==> config.mk <==
export PLATFORM = sky130hd
export DESIGN_NAME = lsu_mem_ctrl
export DESIGN_NICKNAME = d
export VERILOG_FILES = /design/src/rtl/lsu_mem_ctrl.sv
export SDC_FILE = /design/constraint.sdc
export NUM_CORES = 1
export LEC_CHECK = 0
export CAP_MARGIN = 10
export CORE_UTILIZATION = 40
export CTS_CLUSTER_DIAMETER = 80
export DETAILED_ROUTE_END_ITERATION = 6
export GPL_ROUTABILITY_DRIVEN = 1
export PLACE_DENSITY_LB_ADDON = 0.1
export SYNTH_ARGS = -nofsm -noshare
export SYNTH_HDL_FRONTEND = slang
export SYNTH_SLANG_ARGS = --single-unit
==> constraint.sdc <==
create_clock -name clk -period 1.5 [get_ports clk]
set_input_delay 0.375 -clock clk [delete_from_list [all_inputs] [get_ports clk]]
set_output_delay 0.375 -clock clk [all_outputs]
set_load 0.01 [all_outputs]
==> src/rtl/lsu_mem_ctrl.sv <==
// lsu_mem_ctrl: load/store access controller.
// Runs one req/ack data-memory transaction per pipeline access. It stalls the
// front end while the access is in flight. Extended load data is returned
// with a one-cycle valid pulse.
// Optional feature macro: LSU_MISALIGN_TRAP_EN. When it is defined, misaligned
// halfword/word accesses are trapped and the misalign output pulses. When it is
// undefined, the offending low address bits are ignored.
module lsu_mem_ctrl #(
    parameter int ACK_TIMEOUT = 255
) (
    input  logic        clk,
    input  logic        rst_n,
    input  logic        mreq,
    input  logic        mem_write,
    input  logic [2:0]  funct3,
    input  logic [31:0] addr,
    input  logic [31:0] wdata,
    output logic        stall,
    output logic        ld_valid,
    output logic [31:0] ld_data,
    output logic        bus_err,
    output logic        bus_req,
    output logic        bus_we,
    output logic [31:0] bus_addr,
    output logic [31:0] bus_wdata,
    output logic [3:0]  bus_be,
    input  logic        bus_ack,
    input  logic [31:0] bus_rdata
`ifdef LSU_MISALIGN_TRAP_EN
    ,
    output logic        misalign
`endif
);

    // The counter holds the number of REQ cycles already spent without an ack.
    // Aborting when it reaches ACK_TIMEOUT-1 gives exactly ACK_TIMEOUT REQ cycles.
    localparam logic [7:0] TIMEOUT_LAST = 8'(ACK_TIMEOUT - 1);

    typedef enum logic [1:0] {
        ST_IDLE = 2'd0,
        ST_REQ  = 2'd1,
        ST_DONE = 2'd2
    } state_t;

    state_t      state_reg;
    logic        we_reg;
    logic [2:0]  f3_reg;
    logic [1:0]  addr_lo_reg;
    logic [7:0]  cnt_reg;
    logic        ld_valid_reg;
    logic [31:0] ld_data_reg;
    logic        bus_err_reg;
    logic        bus_req_reg;
    logic        bus_we_reg;
    logic [31:0] bus_addr_reg;
    logic [31:0] bus_wdata_reg;
    logic [3:0]  bus_be_reg;

    // Access size decode for the request being accepted in IDLE.
    // Any funct3 whose low bits are not 00/01 is treated as a word access.
    logic        acc_byte;
    logic        acc_half;
    logic [31:0] wdata_next;
    logic [3:0]  be_next;
    logic        trap_hit;

    assign acc_byte = (funct3[1:0] == 2'b00);
    assign acc_half = (funct3[1:0] == 2'b01);

    // Per-lane store data replication and byte enables.
    // Halfword lanes key off addr[1] only, so a halfword at offset 3 acts as
    // offset 2, and a word ignores both low address bits.
    genvar gi;
    generate
        for (gi = 0; gi < 4; gi++) begin : g_lane
            assign wdata_next[8*gi +: 8] = acc_byte ? wdata[7:0] :
                                           acc_half ? wdata[8*(gi%2) +: 8] :
                                                      wdata[8*gi +: 8];
            assign be_next[gi] = acc_byte ? (addr[1:0] == 2'(gi)) :
                                 acc_half ? (addr[1] == 1'(gi/2)) :
                                            1'b1;
        end
    endgenerate

`ifdef LSU_MISALIGN_TRAP_EN
    logic misalign_reg;

    // A misaligned halfword or word never reaches the bus.
    assign trap_hit = (acc_half & addr[0]) |
                      (~acc_byte & ~acc_half & (addr[1:0] != 2'b00));
    assign misalign = misalign_reg;
`else
    assign trap_hit = 1'b0;
`endif

    // Load lane selection and extension, using the offset and funct3 latched at accept.
    logic [7:0]  ld_byte;
    logic [15:0] ld_half;
    logic [31:0] ld_ext;

    always_comb begin
        ld_byte = bus_rdata[{addr_lo_reg, 3'b000} +: 8];
        ld_half = bus_rdata[{addr_lo_reg[1], 4'b0000} +: 16];
        case (f3_reg)
            3'b000:  ld_ext = {{24{ld_byte[7]}}, ld_byte};
            3'b100:  ld_ext = {24'h000000, ld_byte};
            3'b001:  ld_ext = {{16{ld_half[15]}}, ld_half};
            3'b101:  ld_ext = {16'h0000, ld_half};
            default: ld_ext = bus_rdata;
        endcase
    end

    // Stall covers the accepting IDLE cycle and every REQ cycle. It drops in DONE,
    // so the pipeline advances at the end of DONE. Reset forces it low.
    assign stall = rst_n & (((state_reg == ST_IDLE) & mreq) | (state_reg == ST_REQ));

    assign ld_valid  = ld_valid_reg;
    assign ld_data   = ld_data_reg;
    assign bus_err   = bus_err_reg;
    assign bus_req   = bus_req_reg;
    assign bus_we    = bus_we_reg;
    assign bus_addr  = bus_addr_reg;
    assign bus_wdata = bus_wdata_reg;
    assign bus_be    = bus_be_reg;

    // Access FSM: it accepts in IDLE and holds the bus in REQ until ack or
    // timeout. It reports the result in DONE.
    always_ff @(posedge clk or negedge rst_n) begin
        if (!rst_n) begin
            state_reg     <= ST_IDLE;
            we_reg        <= 1'b0;
            f3_reg        <= 3'b000;
            addr_lo_reg   <= 2'b00;
            cnt_reg       <= 8'd0;
            ld_valid_reg  <= 1'b0;
            ld_data_reg   <= 32'h0;
            bus_err_reg   <= 1'b0;
            bus_req_reg   <= 1'b0;
            bus_we_reg    <= 1'b0;
            bus_addr_reg  <= 32'h0;
            bus_wdata_reg <= 32'h0;
            bus_be_reg    <= 4'b0000;
`ifdef LSU_MISALIGN_TRAP_EN
            misalign_reg  <= 1'b0;
`endif
        end else begin
            ld_valid_reg <= 1'b0;
            bus_err_reg  <= 1'b0;
`ifdef LSU_MISALIGN_TRAP_EN
            misalign_reg <= 1'b0;
`endif
            case (state_reg)
                ST_IDLE: begin
                    if (mreq && trap_hit) begin
                        state_reg    <= ST_DONE;
`ifdef LSU_MISALIGN_TRAP_EN
                        misalign_reg <= 1'b1;
`endif
                    end else if (mreq) begin
                        we_reg        <= mem_write;
                        f3_reg        <= funct3;
                        addr_lo_reg   <= addr[1:0];
                        cnt_reg       <= 8'd0;
                        bus_req_reg   <= 1'b1;
                        bus_we_reg    <= mem_write;
                        bus_addr_reg  <= {addr[31:2], 2'b00};
                        bus_wdata_reg <= wdata_next;
                        bus_be_reg    <= be_next;
                        state_reg     <= ST_REQ;
                    end
                end
                ST_REQ: begin
                    // Ack takes priority over a timeout expiring in the same cycle.
                    if (bus_ack) begin
                        bus_req_reg <= 1'b0;
                        bus_we_reg  <= 1'b0;
                        if (!we_reg) begin
                            ld_data_reg  <= ld_ext;
                            ld_valid_reg <= 1'b1;
                        end
                        state_reg <= ST_DONE;
                    end else if (cnt_reg == TIMEOUT_LAST) begin
                        bus_req_reg <= 1'b0;
                        bus_we_reg  <= 1'b0;
                        bus_err_reg <= 1'b1;
                        state_reg   <= ST_DONE;
                    end else begin
                        cnt_reg <= cnt_reg + 8'd1;
                    end
                end
                ST_DONE: begin
                    state_reg <= ST_IDLE;
                end
                default: begin
                    state_reg <= ST_IDLE;
                end
            endcase
        end
    end

endmodule

==> flow_summary.html, run 1 <==
<table>
<tr><th>Metric</th><th>Value</th></tr>
<tr><th colspan="2">Setup path</th></tr>
<tr><td>Arrival time at the worst endpoint</td><td>about 1.3 ns</td></tr>
<tr><td>CP cell instances</td><td>or2_4 &gt; and3b_1 &gt; buf_2</td></tr>
<tr><td>Kind of end point of the critical path</td><td>primary output</td></tr>
<tr><td>Slowest stage cell, crit path</td><td>sky130_fd_sc_hd__dfrtp_1</td></tr>
<tr><td>Nature of the critical path startpoint</td><td>flop</td></tr>
<tr><td>Kind of critical path</td><td>flop to primary output</td></tr>
<tr><td>Biggest fanout along the worst timing path</td><td>2</td></tr>
<tr><td>Critical path required time</td><td>between 1 and 1.5 ns</td></tr>
<tr><td>Delay of the slowest critical-path stage</td><td>0.37 ns</td></tr>
<tr><th colspan="2">Floorplan</th></tr>
<tr><td>Floorplan die area</td><td>~14,000 um2</td></tr>
<tr><td>Site Rows</td><td>42</td></tr>
<tr><td>Initial Util</td><td>0.412</td></tr>
<tr><td>Vertical extent of the die</td><td>119 um</td></tr>
<tr><td>Top Ports</td><td>roughly 210</td></tr>
<tr><td>Die outline width</td><td>about 120 um</td></tr>
<tr><td>Placeable core region</td><td>13,200 um2</td></tr>
<tr><th colspan="2">Placed design</th></tr>
<tr><td>Setup WS pre-CTS</td><td>-0.647 ns</td></tr>
<tr><td>Placer's final routability congestion estimate</td><td>about 0.81</td></tr>
<tr><td>Number of buffers added on ports</td><td>approximately 210</td></tr>
<tr><td>DP Wirelength</td><td>12,200 um</td></tr>
<tr><td>Standard cell area after detailed placement</td><td>8140 um2</td></tr>
<tr><th colspan="2">Detailed routing</th></tr>
<tr><td>Count of TritonRoute iterations in the first routing pass</td><td>5</td></tr>
<tr><td>DRT Wirelength</td><td>19,700 um</td></tr>
<tr><td>Residual DRC</td><td>0</td></tr>
<tr><td>Routed metal-1 wire length</td><td>approximately 7900 um</td></tr>
<tr><td>Post-DR wirelength/cell</td><td>between 15 and 20 um</td></tr>
<tr><td>Vias</td><td>5,624</td></tr>
<tr><td>Post-DRT Antenna Nets</td><td>0</td></tr>
<tr><td>Post-detailed-route via-to-cell ratio</td><td>5.25</td></tr>
<tr><td>Met3 layer wire length in the routed design</td><td>roughly 1500 um</td></tr>
<tr><td>Highest signal layer in the routed design</td><td>met4</td></tr>
<tr><td>Number of design-rule violations left by the first detailed-router iteration</td><td>263</td></tr>
<tr><td>Routed length on met2</td><td>~10000 um</td></tr>
<tr><th colspan="2">CTS</th></tr>
<tr><td>Insertion delay of the later-clocked pin in the worst-skew pair</td><td>approximately 0.4 ns</td></tr>
<tr><td>Master cell of the clock root buffer</td><td>sky130_fd_sc_hd__clkbuf_16</td></tr>
<tr><td>Number of buffers between clock root and the deepest sink</td><td>2</td></tr>
<tr><td>CTS Buf Count</td><td>17</td></tr>
<tr><td>Htree depth</td><td>4</td></tr>
<tr><td>Clock sink count</td><td>118</td></tr>
<tr><td>Clock-pin transition on the worst setup and hold timing paths</td><td>about 0.05 ns</td></tr>
<tr><td>Clock tree from TritonCTS</td><td>yes</td></tr>
<tr><th colspan="2">Run status</th></tr>
<tr><td>Status</td><td>finished with violations</td></tr>
<tr><td>Violations in the final reports</td><td>setup timing</td></tr>
<tr><th colspan="2">Synthesis</th></tr>
<tr><td>Number of register bits inferred by synthesis</td><td>between 100 and 150</td></tr>
<tr><td>Synthesized-area fraction occupied by ao, oa, aoi and oai cells</td><td>0.106</td></tr>
<tr><td>Post-Syn Area per Cell</td><td>between 9 and 10 um2</td></tr>
<tr><td>Area of the mapped netlist</td><td>between 5000 and 6000 um2</td></tr>
<tr><td>Synthesized instance count</td><td>between 500 and 600</td></tr>
<tr><td>Post-synthesis share of cell area spent on xor and xnor gates</td><td>0.00161</td></tr>
<tr><td>Part of the Yosys area used for sequential elements</td><td>0.542</td></tr>
<tr><td>Count of flip-flops with a built-in enable after synthesis</td><td>0</td></tr>
<tr><td>Fraction of synthesis flops using an asynchronous set or reset pin</td><td>1.00</td></tr>
<tr><td>Share of synthesized cell area in full adder, half adder and majority cells</td><td>0.00459</td></tr>
<tr><td>Synth unique cells</td><td>49</td></tr>
<tr><td>Simple-Gate Fraction of Synth Area</td><td>0.232</td></tr>
<tr><td>Dominant combinational cell family by area after synthesis</td><td>simple AND/OR/NAND/NOR gates</td></tr>
<tr><td>Synth warnings</td><td>0</td></tr>
<tr><td>Most common flop cell mapped by yosys</td><td>sky130_fd_sc_hd__dfrtp_1</td></tr>
<tr><td>Portion of netlist area occupied by mux cells</td><td>0.0758</td></tr>
<tr><th colspan="2">Timing</th></tr>
<tr><td>Clock period minus worst slack</td><td>1.69 ns</td></tr>
<tr><td>Period utilization</td><td>1.13</td></tr>
<tr><td>Number of pins with negative max-slew slack in the final report</td><td>0</td></tr>
<tr><td>RSZ-0062 raised after global routing</td><td>true</td></tr>
<tr><td>Worst setup skew after layout</td><td>0.00571 ns</td></tr>
<tr><td>Total setup violations reported at the end of the flow</td><td>~80</td></tr>
<tr><td>Smallest setup slack after layout</td><td>-0.193 ns</td></tr>
<tr><td>Final Hold Vio Count</td><td>0</td></tr>
<tr><td>Highest achievable clock rate</td><td>591 MHz</td></tr>
<tr><td>Worst slew margin relative to its limit</td><td>0.633</td></tr>
<tr><td>Measured slew at the worst slew-check pin</td><td>approximately 0.55 ns</td></tr>
<tr><td>Final setup TNS</td><td>-4.98 ns</td></tr>
<tr><th colspan="2">Finish</th></tr>
<tr><td>Net count, final</td><td>990</td></tr>
<tr><td>Most frequent cells in the layout</td><td>116 x sky130_fd_sc_hd__dfrtp_1, 106 x sky130_fd_sc_hd__nand2_1, 100 x sky130_fd_sc_hd__clkdlybuf4s50_1</td></tr>
<tr><td>Multi-input logic area</td><td>approximately 3000 um2</td></tr>
<tr><td>Area overhead of the layout relative to synthesis</td><td>83.3%</td></tr>
<tr><td>Most common cell after layout, fill and taps aside</td><td>sky130_fd_sc_hd__dfrtp_1</td></tr>
<tr><td>Core occupancy in the finished layout</td><td>0.754</td></tr>
<tr><td>Storage element area</td><td>2960 um2</td></tr>
<tr><td>Share of cells above drive strength 1</td><td>0.340</td></tr>
<tr><td>Filler cell count in the final layout</td><td>about 950</td></tr>
<tr><td>Final cell area excluding filler cells</td><td>roughly 10000 um2</td></tr>
<tr><td>Number of inserted diodes</td><td>0</td></tr>
<tr><th colspan="2">Power and ir drop</th></tr>
<tr><td>Maximum VDD drop</td><td>1.05 mV</td></tr>
<tr><td>Power Dens Cells</td><td>approximately 1900 nW/um2</td></tr>
<tr><td>Overall power after layout</td><td>~19 mW</td></tr>
<tr><td>Static leakage</td><td>4.89 nW</td></tr>
<tr><th colspan="2">Global route</th></tr>
<tr><td>Overflow left after global routing</td><td>0</td></tr>
<tr><td>Total Routing Usage GR</td><td>0.253</td></tr>
<tr><td>Pin count of the biggest net entering global routing</td><td>46</td></tr>
<tr><td>Initial antenna violation count</td><td>0</td></tr>
<tr><td>Wire length of the first global-routing pass</td><td>27,700 um</td></tr>
<tr><td>Number of global-route vias before repair</td><td>5,531</td></tr>
<tr><th colspan="2">Run</th></tr>
<tr><td>Max Cap Violations</td><td>0</td></tr>
<tr><th colspan="2">Min path</th></tr>
<tr><td>Hold Path Class</td><td>input port to async pin</td></tr>
</table>
worst max-delay path: cells and delay by family (launching register included):
| kind | cells | cell delay, ns |
|---|---|---|
| simple gates | 2 | 0.40 |
| buf+inv | 1 | 0.13 |
| flops | 1 | 0.37 |
cell type report:
cell class,count,share of cell area
clock buffers,20,0.0457
inverters,7,0.00326
repair buffers,305,0.314
clock inverters,10,0.0154
well taps,176,0.0220
flip-flops and latches,118,0.296
multi-input cells,435,0.304
path summary, 6_finish.rpt:
kind	from	end	slack [ns]	cells after the start
worst min register to register	bus_addr[26]	bus_addr[26]	0.47	2
worst min-delay path	rst_n	bus_wdata[31]	0.04	2
worst max-delay path	state_reg[0]	stall	-0.19	3
max in group asynchronous	rst_n	state_reg[1]	0.51	3
worst max register to register	cnt_reg[1]	cnt_reg[4]	-0.19	6
min in group clk	bus_ack	bus_err	0.32	2
cell families after synthesis:
group,count (synthesis)
flops,118
buf+inv,47
compound gates,101
mux,39
simple gates,287
fa+ha+maj,2
other cells,1
xor+xnor,1
metrics by stage:
stage / hold WS [ns] / instances
2_1_floorplan: 0.0794 / 597
3_3_place_gp: 0.451 / 1003
3_5_place_dp: 0.462 / 1003
4_1_cts: 0.0487 / 1040
5_1_grt: 0.0866 / 1071
6_report: 0.0407 / 1071
repair_timing:
item | 4_1_cts | 5_1_grt
endpoints found under the setup margin | 206 | 117
buffers inserted | 6 | 13
cloned | 2 | 19
gates resized for setup | 154 | 244
hold buffers | 0 | 0
pin swaps | 13 | 96
synth_stat cells, drive strengths merged (2+ instances only):
| cell | number | area [um2] |
|---|---|---|
| nor2b | 7 | 43.8 |
| inv | 7 | 26.3 |
| buf | 18 | 96.3 |
| ha | 2 | 25.0 |
| nor3 | 2 | 10.0 |
| o21ai | 55 | 275 |
| nand4 | 3 | 25.0 |
| mux2 | 8 | 90.1 |
| nor2 | 21 | 81.3 |
| mux2i | 30 | 300 |
| a21oi | 28 | 140 |
| and3b | 2 | 17.5 |
| o21bai | 2 | 15.0 |
| or3 | 4 | 25.0 |
| a31oi | 3 | 18.8 |
| clkbuf | 22 | 83.8 |
| nand2b | 9 | 56.3 |
| nand3 | 34 | 170 |
| o211ai | 2 | 25.0 |
| nand2 | 188 | 706 |
| dfrtp | 118 | 2950 |
| or4 | 2 | 15.0 |
| nand3b | 10 | 75.1 |
metal layers:
layer  GRT usage  up-vias
met5           0        -
met4      0.0807        0
met3      0.0980       40
met2       0.422      215
met1       0.299     2787
li1            -     2582
where the power goes:
| group | internal [mW] | leakage, nW | total, mW | switching (mW) |
|---|---|---|---|---|
| combinational | 4.31 | 3.12 | 8.68 | 4.37 |
| clock | 2.83 | 0.305 | 4.24 | 1.41 |
| sequential | 4.61 | 1.46 | 5.60 | 0.982 |
| total | 11.8 | 4.89 | 18.5 | 6.76 |
No activity file was read; power rests on OpenSTA's default activity.
==> run 2, diff against run 1 <==
--- a/config.mk
+++ b/config.mk
@@ -6,11 +6,13 @@
 export NUM_CORES = 1
 export LEC_CHECK = 0
 export CAP_MARGIN = 10
+export CORE_MARGIN = 1
 export CORE_UTILIZATION = 40
 export CTS_CLUSTER_DIAMETER = 80
 export DETAILED_ROUTE_END_ITERATION = 6
 export GPL_ROUTABILITY_DRIVEN = 1
 export PLACE_DENSITY_LB_ADDON = 0.1
+export RECOVER_POWER = 25
 export SYNTH_ARGS = -nofsm -noshare
 export SYNTH_HDL_FRONTEND = slang
 export SYNTH_SLANG_ARGS = --single-unit
==> flow_summary.html, run 2 (synthesis results as in run 1) <==
<table>
<tr><th>Metric</th><th>Value</th></tr>
<tr><th colspan="2">Global route</th></tr>
<tr><td>Number of global-route vias before repair</td><td>between 5,000 and 6,000</td></tr>
<tr><td>Initial antenna violation count</td><td>0</td></tr>
<tr><td>Total Routing Usage GR</td><td>0.253</td></tr>
<tr><td>Overflow left after global routing</td><td>0</td></tr>
<tr><td>Wire length of the first global-routing pass</td><td>~28,000 um</td></tr>
<tr><td>Pin count of the biggest net entering global routing</td><td>46</td></tr>
<tr><th colspan="2">Floorplan</th></tr>
<tr><td>Vertical extent of the die</td><td>about 120 um</td></tr>
<tr><td>Die outline width</td><td>about 120 um</td></tr>
<tr><td>Placeable core region</td><td>~13,000 um2</td></tr>
<tr><td>Floorplan die area</td><td>14,100 um2</td></tr>
<tr><td>Initial Util</td><td>0.412</td></tr>
<tr><td>Site Rows</td><td>between 40 and 50</td></tr>
<tr><td>Top Ports</td><td>approximately 210</td></tr>
<tr><th colspan="2">Placed design</th></tr>
<tr><td>DP Wirelength</td><td>12,200 um</td></tr>
<tr><td>Setup WS pre-CTS</td><td>-0.647 ns</td></tr>
<tr><td>Standard cell area after detailed placement</td><td>roughly 8100 um2</td></tr>
<tr><td>Placer's final routability congestion estimate</td><td>0.809</td></tr>
<tr><td>Number of buffers added on ports</td><td>about 200</td></tr>
<tr><td>Number of instances in the placed design</td><td>about 1,000</td></tr>
<tr><th colspan="2">CTS</th></tr>
<tr><td>Clock tree from TritonCTS</td><td>yes</td></tr>
<tr><td>CTS Buf Count</td><td>17</td></tr>
<tr><td>Cts hold-fix bufs</td><td>0</td></tr>
<tr><td>Master cell of the clock root buffer</td><td>sky130_fd_sc_hd__clkbuf_16</td></tr>
<tr><td>Htree depth</td><td>4</td></tr>
<tr><td>Insertion delay of the later-clocked pin in the worst-skew pair</td><td>around 0.42 ns</td></tr>
<tr><td>Number of buffers between clock root and the deepest sink</td><td>2</td></tr>
<tr><td>Clock-pin transition on the worst setup and hold timing paths</td><td>~0.050 ns</td></tr>
<tr><td>Clock sink count</td><td>~120</td></tr>
<tr><th colspan="2">Detailed routing</th></tr>
<tr><td>Post-detailed-route via-to-cell ratio</td><td>approximately 5.3</td></tr>
<tr><td>Post-DR wirelength/cell</td><td>~18 um</td></tr>
<tr><td>Residual DRC</td><td>0</td></tr>
<tr><td>DRT Wirelength</td><td>19,700 um</td></tr>
<tr><td>Count of TritonRoute iterations in the first routing pass</td><td>5</td></tr>
<tr><td>Vias</td><td>5,641</td></tr>
<tr><td>Number of design-rule violations left by the first detailed-router iteration</td><td>263</td></tr>
<tr><td>Post-DRT Antenna Nets</td><td>0</td></tr>
<tr><th colspan="2">Setup path</th></tr>
<tr><td>Delay of the slowest critical-path stage</td><td>roughly 0.37 ns</td></tr>
<tr><td>Crit Reg-Reg Endpoint</td><td>cnt_reg[4]</td></tr>
<tr><td>CP cell instances</td><td>or2_4 &gt; and3b_1 &gt; buf_2</td></tr>
<tr><td>Slowest stage cell, crit path</td><td>sky130_fd_sc_hd__dfrtp_1</td></tr>
<tr><td>Register-to-register setup slack</td><td>-0.19 ns</td></tr>
<tr><td>Kind of end point of the critical path</td><td>primary output</td></tr>
<tr><td>Number of cells on the critical path</td><td>3</td></tr>
<tr><td>Arrival time at the worst endpoint</td><td>between 1 and 1.5 ns</td></tr>
<tr><td>Crit path from</td><td>state_reg[0]</td></tr>
<tr><td>Worst-case reg-to-reg path depth</td><td>6</td></tr>
<tr><td>Critical path required time</td><td>between 1 and 1.5 ns</td></tr>
<tr><td>Kind of critical path</td><td>flop to primary output</td></tr>
<tr><td>Nature of the critical path startpoint</td><td>flop</td></tr>
<tr><td>Startpoint of the lowest-slack register-to-register path</td><td>cnt_reg[1]</td></tr>
<tr><td>Biggest fanout along the worst timing path</td><td>2</td></tr>
<tr><td>Critical path destination</td><td>stall</td></tr>
<tr><td>Worst path top cell family by delay</td><td>simple AND/OR/NAND/NOR gates</td></tr>
<tr><td>Sum of buffers and inverters on the critical path</td><td>1</td></tr>
<tr><th colspan="2">Power and ir drop</th></tr>
<tr><td>Static leakage</td><td>~4.9 nW</td></tr>
<tr><td>Power Dens Cells</td><td>around 1900 nW/um2</td></tr>
<tr><td>Maximum VDD drop</td><td>~1.0 mV</td></tr>
<tr><th colspan="2">Finish</th></tr>
<tr><td>Most common cell after layout, fill and taps aside</td><td>sky130_fd_sc_hd__dfrtp_1</td></tr>
<tr><td>Core occupancy in the finished layout</td><td>0.754</td></tr>
<tr><td>Number of inserted diodes</td><td>0</td></tr>
<tr><td>Most frequent cells in the layout</td><td>116 x sky130_fd_sc_hd__dfrtp_1, 106 x sky130_fd_sc_hd__nand2_1, 100 x sky130_fd_sc_hd__clkdlybuf4s50_1</td></tr>
<tr><td>Share of cells above drive strength 1</td><td>0.340</td></tr>
<tr><td>Final cell area excluding filler cells</td><td>approximately 10000 um2</td></tr>
<tr><td>Final standard cell count with taps included and fillers excluded</td><td>1,071</td></tr>
<tr><td>Area overhead of the layout relative to synthesis</td><td>83.3%</td></tr>
<tr><td>Net count, final</td><td>990</td></tr>
<tr><th colspan="2">Timing</th></tr>
<tr><td>Worst setup skew after layout</td><td>roughly 0.0057 ns</td></tr>
<tr><td>RSZ-0062 raised after global routing</td><td>true</td></tr>
<tr><td>Clock period minus worst slack</td><td>1.69 ns</td></tr>
<tr><td>Final Hold Vio Count</td><td>0</td></tr>
<tr><td>Number of pins with negative max-slew slack in the final report</td><td>0</td></tr>
<tr><td>Period utilization</td><td>1.13</td></tr>
<tr><td>Smallest setup slack after layout</td><td>-0.194 ns</td></tr>
<tr><td>Highest achievable clock rate</td><td>a little under 600 MHz</td></tr>
<tr><td>Measured slew at the worst slew-check pin</td><td>0.548 ns</td></tr>
<tr><td>Total setup violations reported at the end of the flow</td><td>81</td></tr>
<tr><td>Final Hold Slack</td><td>0.0391 ns</td></tr>
<tr><td>Worst slew margin relative to its limit</td><td>0.634</td></tr>
<tr><th colspan="2">Min path</th></tr>
<tr><td>Hold Path Class</td><td>input port to async pin</td></tr>
<tr><th colspan="2">Run</th></tr>
<tr><td>Max Cap Violations</td><td>0</td></tr>
<tr><th colspan="2">Run status</th></tr>
<tr><td>Status</td><td>finished with violations</td></tr>
<tr><td>Violations in the final reports</td><td>setup timing</td></tr>
</table>
run 2: cell count changes in the layout (fill, tap and decap cells not counted):
cell                       before  now
sky130_fd_sc_hd__buf_4         57   56
sky130_fd_sc_hd__clkbuf_4       0    1
run 2: what timing repair did:
action / CTS / global route
resized for setup: 154 / 244
endpoints found under the setup margin: 206 / 117
cloned: 2 / 19
setup buffers: 6 / 13
pin swaps: 13 / 96
run 2: cell type report:
type / count / area (um2)
Inverter: 7 / 32.5
Fill cell: 946 / 3250
Multi-Input combinational cell: 435 / 3040
Tap cell: 176 / 220
Clock buffer: 20 / 457
Clock inverter: 10 / 154
Sequential cell: 118 / 2960
Timing Repair Buffer: 305 / 3130
run 2: worst min-delay path by stage:
stage | slack, ns | to
after global routing | 0.09 | bus_wdata[31]
after global placement | 0.45 | we_reg
final | 0.04 | bus_wdata[31]
after floorplan | 0.08 | addr_lo_reg[0]
after detailed placement | 0.46 | bus_addr[15]
after CTS | 0.05 | bus_wdata[31]
run 2: through the flow:
stage | power (mW) | setup TNS, ns
after floorplan | 8.56 | -0.389
after CTS | 16.6 | -0.685
after global placement | 12.7 | -39.64
final | 18.5 | -4.98
after detailed placement | 12.9 | -43.79
after global routing | 19.5 | -9.02
run 2: layer usage:
| layer | GRT usage | vias up | share of wire |
|---|---|---|---|
| met5 | 0 | - | 0 |
| met4 | 0.0807 | 0 | 0.021 |
| met3 | 0.0980 | 41 | 0.075 |
| met2 | 0.422 | 219 | 0.51 |
| met1 | 0.299 | 2799 | 0.40 |
| li1 | - | 2582 | - |
run 2: worst register-to-register path: cells and delay by family (launching register included):
kind	cells	cell delay, ns
fa+ha+maj	1	0.18
compound gates	2	0.34
buf+inv	1	0.16
simple gates	2	0.51
flops	1	0.43
run 2: power breakdown:
| group | internal, mW | total (mW) | leakage (nW) | switching (mW) |
|---|---|---|---|---|
| Combinational | 4.31 | 8.68 | 3.12 | 4.37 |
| Clock | 2.83 | 4.24 | 0.305 | 1.41 |
| Sequential | 4.61 | 5.60 | 1.46 | 0.982 |
==> run 3, diff against run 2 <==
--- a/config.mk
+++ b/config.mk
@@ -6,7 +6,7 @@
 export NUM_CORES = 1
 export LEC_CHECK = 0
 export CAP_MARGIN = 10
-export CORE_MARGIN = 1
+export CORE_MARGIN = 5
 export CORE_UTILIZATION = 40
 export CTS_CLUSTER_DIAMETER = 80
 export DETAILED_ROUTE_END_ITERATION = 6
==> flow_summary.html, run 3 (synthesis results as in run 1) <==
<table>
<tr><th>Metric</th><th>Value</th></tr>
<tr><th colspan="2">Setup path</th></tr>
<tr><td>Kind of critical path</td><td>flop to primary output</td></tr>
<tr><td>Critical path required time</td><td>around 1.1 ns</td></tr>
<tr><td>Arrival time at the worst endpoint</td><td>1.32 ns</td></tr>
<tr><td>Biggest fanout along the worst timing path</td><td>2</td></tr>
<tr><td>Nature of the critical path startpoint</td><td>flop</td></tr>
<tr><td>Kind of end point of the critical path</td><td>primary output</td></tr>
<tr><th colspan="2">Global route</th></tr>
<tr><td>GRT busiest layer</td><td>met2</td></tr>
<tr><td>Total Routing Usage GR</td><td>0.217</td></tr>
<tr><td>Wire length of the first global-routing pass</td><td>between 20,000 and 30,000 um</td></tr>
<tr><td>Number of global-route vias before repair</td><td>roughly 5,600</td></tr>
<tr><td>Grt met1 use</td><td>0.250</td></tr>
<tr><td>Pin count of the biggest net entering global routing</td><td>63</td></tr>
<tr><td>Met3 layer usage reported by global route</td><td>0.0912</td></tr>
<tr><td>Met2 GRT Util</td><td>0.361</td></tr>
<tr><td>Initial antenna violation count</td><td>0</td></tr>
<tr><td>Overflow left after global routing</td><td>0</td></tr>
<tr><th colspan="2">Floorplan</th></tr>
<tr><td>Die outline width</td><td>roughly 130 um</td></tr>
<tr><td>Top Ports</td><td>roughly 210</td></tr>
<tr><td>Initial Util</td><td>0.410</td></tr>
<tr><td>Vertical extent of the die</td><td>between 100 and 150 um</td></tr>
<tr><td>Floorplan die area</td><td>16,100 um2</td></tr>
<tr><td>Site Rows</td><td>between 40 and 50</td></tr>
<tr><td>Placeable core region</td><td>~13,000 um2</td></tr>
<tr><th colspan="2">CTS</th></tr>
<tr><td>Master cell of the clock root buffer</td><td>sky130_fd_sc_hd__clkbuf_16</td></tr>
<tr><td>Clock tree from TritonCTS</td><td>yes</td></tr>
<tr><td>CTS Buf Count</td><td>17</td></tr>
<tr><td>Number of buffers between clock root and the deepest sink</td><td>2</td></tr>
<tr><td>Cts hold-fix bufs</td><td>0</td></tr>
<tr><td>Htree depth</td><td>4</td></tr>
<tr><td>Clock sink count</td><td>around 120</td></tr>
<tr><td>Insertion delay of the later-clocked pin in the worst-skew pair</td><td>0.41 ns</td></tr>
<tr><td>Clock-pin transition on the worst setup and hold timing paths</td><td>approximately 0.050 ns</td></tr>
<tr><th colspan="2">Finish</th></tr>
<tr><td>Most frequent cells in the layout</td><td>185 x sky130_fd_sc_hd__nand2_1, 115 x sky130_fd_sc_hd__dfrtp_1, 100 x sky130_fd_sc_hd__clkdlybuf4s50_1</td></tr>
<tr><td>Share of cells above drive strength 1</td><td>0.195</td></tr>
<tr><td>Most common cell after layout, fill and taps aside</td><td>sky130_fd_sc_hd__nand2_1</td></tr>
<tr><td>Number of inserted diodes</td><td>0</td></tr>
<tr><td>Area overhead of the layout relative to synthesis</td><td>64.6%</td></tr>
<tr><td>Net count, final</td><td>961</td></tr>
<tr><th colspan="2">Timing</th></tr>
<tr><td>Final Hold Vio Count</td><td>0</td></tr>
<tr><td>Total setup violations reported at the end of the flow</td><td>26</td></tr>
<tr><td>Final setup TNS</td><td>-0.853 ns</td></tr>
<tr><td>Clock period minus worst slack</td><td>around 1.7 ns</td></tr>
<tr><td>Period utilization</td><td>1.13</td></tr>
<tr><td>Measured slew at the worst slew-check pin</td><td>about 0.85 ns</td></tr>
<tr><td>Smallest setup slack after layout</td><td>-0.195 ns</td></tr>
<tr><td>RSZ-0062 raised after global routing</td><td>true</td></tr>
<tr><td>Worst slew margin relative to its limit</td><td>0.435</td></tr>
<tr><td>Worst setup skew after layout</td><td>approximately 0.0045 ns</td></tr>
<tr><td>Highest achievable clock rate</td><td>~590 MHz</td></tr>
<tr><td>Number of pins with negative max-slew slack in the final report</td><td>0</td></tr>
<tr><th colspan="2">Power and ir drop</th></tr>
<tr><td>Static leakage</td><td>4.40 nW</td></tr>
<tr><td>Overall power after layout</td><td>between 15 and 20 mW</td></tr>
<tr><td>Maximum VDD drop</td><td>approximately 0.95 mV</td></tr>
<tr><td>Power Dens Cells</td><td>approximately 1800 nW/um2</td></tr>
<tr><th colspan="2">Detailed routing</th></tr>
<tr><td>Count of TritonRoute iterations in the first routing pass</td><td>5</td></tr>
<tr><td>Post-DRT Antenna Nets</td><td>0</td></tr>
<tr><td>Post-DR wirelength/cell</td><td>around 17 um</td></tr>
<tr><td>Number of design-rule violations left by the first detailed-router iteration</td><td>~350</td></tr>
<tr><td>Residual DRC</td><td>0</td></tr>
<tr><td>Vias</td><td>5,264</td></tr>
<tr><td>Post-detailed-route via-to-cell ratio</td><td>around 5</td></tr>
<tr><td>DRT Wirelength</td><td>17,600 um</td></tr>
<tr><th colspan="2">Run status</th></tr>
<tr><td>Violations in the final reports</td><td>setup timing</td></tr>
<tr><td>Status</td><td>finished with violations</td></tr>
<tr><th colspan="2">Min path</th></tr>
<tr><td>Hold Path Class</td><td>input port to async pin</td></tr>
<tr><th colspan="2">Placed design</th></tr>
<tr><td>DP Wirelength</td><td>12,400 um</td></tr>
<tr><td>Placer's final routability congestion estimate</td><td>about 0.81</td></tr>
<tr><td>Number of buffers added on ports</td><td>a little over 200</td></tr>
<tr><th colspan="2">Run</th></tr>
<tr><td>Max Cap Violations</td><td>0</td></tr>
</table>
## run 3: cell count changes in the layout (fill, tap and decap cells not counted), moves of 6 or more
cell / delta
sky130_fd_sc_hd__clkbuf_16: -10
sky130_fd_sc_hd__nand2_2: -50
sky130_fd_sc_hd__o21ai_2: -16
sky130_fd_sc_hd__o21ai_0: +31
sky130_fd_sc_hd__nand2_4: -28
sky130_fd_sc_hd__nand2_1: +79
sky130_fd_sc_hd__o21ai_1: -15
sky130_fd_sc_hd__buf_6: -6
## run 3: path summary, 6_finish.rpt
check | start | to | slack, ns | depth (start not counted)
worst min register to register | bus_addr[23] | bus_addr[23] | 0.46 | 2
worst min-delay path | rst_n | bus_err | 0.27 | 3
worst max-delay path | state_reg[0] | stall | -0.20 | 3
min in group clk | bus_addr[23] | bus_addr[23] | 0.46 | 2
max in group asynchronous | rst_n | addr_lo_reg[1] | 0.59 | 3
worst max register to register | cnt_reg[1] | cnt_reg[7] | -0.08 | 6
## run 3: layer usage
layer | wire (um) | part of all wire
met1 | 6900 | 0.39
met2 | 8640 | 0.49
met3 | 1560 | 0.089
met4 | 452 | 0.026
met5 | 0 | 0
## run 3: area by class of cell
class | instances | area, um2
clock buffer | 26 | 509
clock inverter | 4 | 20.0
fill | 1090 | 4320
inverter | 7 | 26.3
multi-input combinational | 432 | 2590
sequential | 118 | 2960
tap | 176 | 220
timing repair buffer | 279 | 2650
## run 3: power breakdown
| group | internal (mW) | total, mW | switching [mW] |
|---|---|---|---|
| logic | 3.43 | 7.14 | 3.71 |
| clock network | 2.30 | 3.62 | 1.32 |
| registers | 4.61 | 5.44 | 0.828 |
## run 3: repair_timing
item                                    4_1_cts  5_1_grt
hold endpoints to repair                      0        0
pin swaps                                    13       18
cloned                                        0        1
setup buffers                                 5        6
endpoints found under the setup margin      119       63
resized for setup                           134       82
## run 3: worst max-delay path, stage by stage, from the launching register on
cell and delay [ns]:
sky130_fd_sc_hd__dfrtp_1 0.38, sky130_fd_sc_hd__or2_4 0.24, sky130_fd_sc_hd__and3b_1 0.16, sky130_fd_sc_hd__buf_2 0.14
## run 3: metrics by stage
step	instance area, um2	hold slack (ns)	util	setup slack (ns)	cells
2_1_floorplan	5460	0.0794	-	-0.0458	597
3_3_place_gp	8100	0.457	0.609	-0.606	1000
3_5_place_dp	8100	0.461	0.609	-0.624	1000
4_1_cts	8650	0.235	0.650	-0.188	1035
5_1_grt	8970	0.331	0.675	-0.232	1042
6_report	8970	0.268	0.675	-0.195	1042
